File: config.mk
export PLATFORM = sky130hd
export DESIGN_NAME = instr_fetch_unit
export DESIGN_NICKNAME = d
export VERILOG_FILES = /design/src/rtl/instr_fetch_unit.sv
export SDC_FILE = /design/constraint.sdc
export NUM_CORES = 2
export LEC_CHECK = 0
export CELL_PAD_IN_SITES_DETAIL_PLACEMENT = 1
export CELL_PAD_IN_SITES_GLOBAL_PLACEMENT = 2
export CORE_MARGIN = 3
export CORE_UTILIZATION = 52
export DETAILED_ROUTE_END_ITERATION = 10
export MAX_ROUTING_LAYER = met4
export PLACE_DENSITY_LB_ADDON = 0.1
export RECOVER_POWER = 50
export SYNTH_ARGS = -nofsm -noshare
export SYNTH_HDL_FRONTEND = slang
export SYNTH_SLANG_ARGS = --single-unit
File: constraint.sdc
create_clock -name clk -period 8.4 [get_ports clk]
set_input_delay 1.68 -clock clk [delete_from_list [all_inputs] [get_ports clk]]
set_output_delay 1.68 -clock clk [all_outputs]
set_load 0.1 [all_outputs]
File: src/rtl/instr_fetch_unit.sv
// Instruction fetch stage: loadable word memory, byte-addressed PC, one
// in-flight synchronous read and a 2-entry output FIFO driving an
// AXI-stream style valid/ready interface toward decode.
module instr_fetch_unit #(
  parameter int                        ADDR_WIDTH = 16,
  parameter int                        DATA_WIDTH = 32,
  parameter int                        MEM_DEPTH  = 64,
  parameter logic [ADDR_WIDTH-1:0]     RESET_PC   = '0,
  localparam int                       IDX_W      = (MEM_DEPTH > 1) ? $clog2(MEM_DEPTH) : 1
) (
  input  logic                  clk,
  input  logic                  rst,
  input  logic                  wr_en,
  input  logic [IDX_W-1:0]      wr_addr,
  input  logic [DATA_WIDTH-1:0] wr_data,
  input  logic                  jmp_enable,
  input  logic [ADDR_WIDTH-1:0] jmp,
  output logic                  m_tvalid,
  input  logic                  m_tready,
  output logic [DATA_WIDTH-1:0] m_tdata,
  output logic [ADDR_WIDTH-1:0] m_tpc,
  output logic [16:0]           ctrl_data_o,
  output logic [ADDR_WIDTH-1:0] pc_o,
  output logic                  halted_o
);

  // Program end as a byte address; one bit wider so MEM_DEPTH*4 == 2^ADDR_WIDTH fits.
  localparam logic [ADDR_WIDTH:0] PROG_END = (ADDR_WIDTH+1)'(MEM_DEPTH * 4);

  // The PC adder never wraps only if the whole program fits the address space;
  // the control-field extraction needs at least a 32-bit word.
  if (MEM_DEPTH * 4 > 2 ** ADDR_WIDTH) begin : g_bad_depth
    $error("instr_fetch_unit: MEM_DEPTH*4 must not exceed 2^ADDR_WIDTH");
  end
  if (DATA_WIDTH < 32) begin : g_bad_width
    $error("instr_fetch_unit: DATA_WIDTH must be at least 32");
  end

  logic [DATA_WIDTH-1:0] mem [MEM_DEPTH];
  logic [DATA_WIDTH-1:0] rd_data;

  logic [ADDR_WIDTH-1:0] pc;
  logic [ADDR_WIDTH-1:0] inflight_pc;
  logic                  inflight;

  logic [DATA_WIDTH-1:0] fifo_data [2];
  logic [ADDR_WIDTH-1:0] fifo_pc   [2];
  logic [1:0]            count;

  logic       pc_end;
  logic       pop;
  logic       push;
  logic       issue;
  logic [2:0] occ;
  logic [IDX_W-1:0] rd_idx;

  assign pc_end = ({1'b0, pc} >= PROG_END);
  assign pop    = m_tvalid & m_tready;
  // Occupancy after this cycle's pop; pop implies count >= 1, so no underflow.
  assign occ    = {1'b0, count} + {2'b00, inflight} - {2'b00, pop};
  assign issue  = !rst && !jmp_enable && !pc_end && (occ < 3'd2);
  // The read issued last cycle always completes now; a redirect drops it.
  assign push   = inflight && !jmp_enable;
  assign rd_idx = pc[IDX_W+1:2];

  // Memory: independent write port, read-first synchronous read, no reset.
  always_ff @(posedge clk) begin
    if (wr_en) mem[wr_addr] <= wr_data;
    if (issue) rd_data <= mem[rd_idx];
  end

  // PC and in-flight slot: redirect overrides issue, reset overrides both.
  always_ff @(posedge clk) begin
    if (rst) begin
      pc          <= RESET_PC;
      inflight    <= 1'b0;
      inflight_pc <= '0;
    end else if (jmp_enable) begin
      // Masking keeps every jmp bit in use while forcing word alignment.
      pc       <= jmp & ~ADDR_WIDTH'(3);
      inflight <= 1'b0;
    end else begin
      inflight <= issue;
      if (issue) begin
        pc          <= pc + ADDR_WIDTH'(4);
        inflight_pc <= pc;
      end
    end
  end

  // Output FIFO: entry 0 is the head; a redirect empties it (the head may
  // still have transferred that cycle, which needs no extra handling).
  always_ff @(posedge clk) begin
    if (rst) begin
      count        <= '0;
      fifo_data[0] <= '0;
      fifo_data[1] <= '0;
      fifo_pc[0]   <= '0;
      fifo_pc[1]   <= '0;
    end else if (jmp_enable) begin
      count <= '0;
    end else begin
      case ({push, pop})
        2'b10: begin
          if (count == 2'd0) begin
            fifo_data[0] <= rd_data;
            fifo_pc[0]   <= inflight_pc;
          end else begin
            fifo_data[1] <= rd_data;
            fifo_pc[1]   <= inflight_pc;
          end
          count <= count + 2'd1;
        end
        2'b01: begin
          fifo_data[0] <= fifo_data[1];
          fifo_pc[0]   <= fifo_pc[1];
          count        <= count - 2'd1;
        end
        2'b11: begin
          if (count == 2'd1) begin
            fifo_data[0] <= rd_data;
            fifo_pc[0]   <= inflight_pc;
          end else begin
            fifo_data[0] <= fifo_data[1];
            fifo_pc[0]   <= fifo_pc[1];
            fifo_data[1] <= rd_data;
            fifo_pc[1]   <= inflight_pc;
          end
        end
        default: ;
      endcase
    end
  end

  assign m_tvalid    = (count != 2'd0);
  assign m_tdata     = fifo_data[0];
  assign m_tpc       = fifo_pc[0];
  assign ctrl_data_o = {fifo_data[0][31:25], fifo_data[0][14:12], fifo_data[0][6:0]};
  assign pc_o        = pc;
  assign halted_o    = pc_end && (count == 2'd0) && !inflight;

endmodule

==> metrics.yaml <==
start_util_pct: 52.6
vias_per_cell: 6.27
antenna_found_initial: 17
num_vias: 44500
syn_avg_cell_area_sq_um: 18.9
violations: "max-capacitance violations, max-slew violations"
syn_inst: 4547
cp-start-kind: "flip-flop"
finalCriticalPeriod_ns: 5.42
clock_latency_ns: 0.86
status: "complete, but fails checks"
setup_violations: 0
clkTransAtPathRegs_ns: 0.06
hp-class: "reg -> reg"
ctsResizeCount: 0
vdd_ir_drop_max_v: 0.000212
hold_slack_ns: 0.470
arrival_ns: 3.74
setup_tns_ns: 0
drt_first_pass_iters: 6
max_slew_margin_pct: -166
core_sq_um: 164000
finalHoldViolations: 0
ioPinCount: 142
yosys_warnings: 0
timing.final.crit_share_pct: 64.5
die_area_sq_um: 170000
row_count: 148
drt_iter0_markers: 5246
ys_types: 51
synth_edf_count: 2172
synth_ff_type: "edfxtp_1"
die_h_um: 413
synth_seq_cells: 2203
routed_wirelength_mm: 237
post-cts-setup-buffers: 0
cts-root-buf: "clkbuf_16"
path_class: "reg -> out"
drc: 0
netlist_area_sq_um: 85900
drv_slew: 2295
final_cell_mix: "2172 x edfxtp_1, 426 x mux2i_1, 232 x mux4_2"
cts_buffers: 220
power_density_nw_per_um2: 242
h-tree-depth: 4
ant_nets: 0
drive_gt1_share_pct: 18.8
io_buffer_count: 135
wire_per_inst_um: 33.5
grt_overflow: 0
cts_tree: "yes"
fp.dieW_um: 413
grt_max_degree: 126
grt_pass1_vias: 45800
required_ns: 6.72
grt_usage_pct: 28.9
skew_ns: 0.0256
nets: 4786
layout_commonest_cell: "edfxtp_1"
grt_pass1_wl_mm: 337
tightest_slew_ns: 3.99
synthArstFlopShare_pct: 0
p_leak_nw: 29.8
clkSinkCount: 2203
cap_violations: 37
critPathCaptureType: "output pin"
clockBufferDepth: 3
yosysSeqAreaShare_pct: 76.6
gp_congestion: 0.828
clock.fmax_mhz: 185
hold_buffers: 0
area_growth_syn_to_layout_pct: 12.7
rsz0062_at_grt: "false"
hpwl_mm: 128
cp_max_fo: 86
## metrics by stage
stage | worst slack, ns | area, sq um | utilization, % | instances | total power [mW]
floorplan | 3.27 | 85900 | - | 4550 | 13.4
global placement | 3.31 | 90000 | 55.0 | 6674 | 14.0
detailed placement | 3.31 | 90000 | 55.0 | 6674 | 14.1
CTS | 2.87 | 96900 | 59.3 | 7078 | 23.6
global route | 2.82 | 96800 | 59.2 | 7083 | 24.1
finish | 2.98 | 96800 | 59.2 | 7087 | 23.4
## critical path: stages (launching register included)
cell             delay [ns]
dfxtp_4                0.98
buf_12                 0.52
clkdlybuf4s50_1        1.27
## sequential cells by signal, summed over array words and instances, names as in the netlist
name / cells
pc_o: 14
fifo_data: 64
count: 2
inflight_pc: 14
rd_data: 32
mem: 2048
fifo_pc: 28
inflight: 1
## routing by layer
layer  track usage [%]  vias up  wire, um
met1              39.3    23700     98400
li1                  -    18700         -
met2              45.3     1705    114000
met4              8.93        0      7570
met3              4.60      350     17200
met5                 -        -         0
## final cells by class
type	instances	area [sq um]
fillers	14000	66700
multi-input cells	1993	18800
diodes	9	22.5
inverters	10	37.5
clock buffers	271	5720
repair buffers	293	2390
clock inverters	133	1240
well taps	2175	2720
flip-flops and latches	2203	65900
## synthesized netlist by cell type, types with 65 or more instances
library cell	instances	area [sq um]
a211oi_1	120	901
clkbuf_1	155	582
mux4_2	232	5230
a21oi_1	159	796
mux2i_1	426	4260
nand2_1	181	679
mux2_2	142	1600
a22oi_1	98	736
nor2b_1	74	463
buf_2	65	325
nor2_1	132	495
edfxtp_1	2172	65200
buf_4	99	743
## final timing paths
check                           slack [ns]           start             end  cells past startpoint
worst min register to register        0.47  inflight_pc[5]  inflight_pc[5]                      2
worst max register to register        3.76         pc_o[4]      rd_data[6]                      7
worst max-delay path                  2.98         pc_o[2]         pc_o[2]                      2
worst min-delay path                  0.47  inflight_pc[5]  inflight_pc[5]                      2
## power by group
| part | total [mW] | leakage (nW) | internal (mW) | switching [mW] |
|---|---|---|---|---|
| registers | 12.3 | 19.9 | 12.2 | 0.0567 |
| clock network | 9.56 | 3.40 | 5.46 | 4.10 |
| logic | 1.59 | 6.45 | 0.472 | 1.12 |
| total | 23.4 | 29.8 | 18.1 | 5.28 |
## cells by family (layout without fill, tap and decap cells)
kind of cell | Yosys count | after routing | share of synthesized area (%)
xor+xnor | 4 | 4 | 0.0408
simple gates | 524 | 524 | 2.90
compound gates | 655 | 655 | 5.28
buf+inv | 354 | 707 | 2.15
other cells | 1 | 13 | 0.00436
mux | 800 | 800 | 12.9
flops | 2203 | 2203 | 76.6
fa+ha+maj | 6 | 6 | 0.0961
Note: power is estimated with default switching activity, not from simulation.
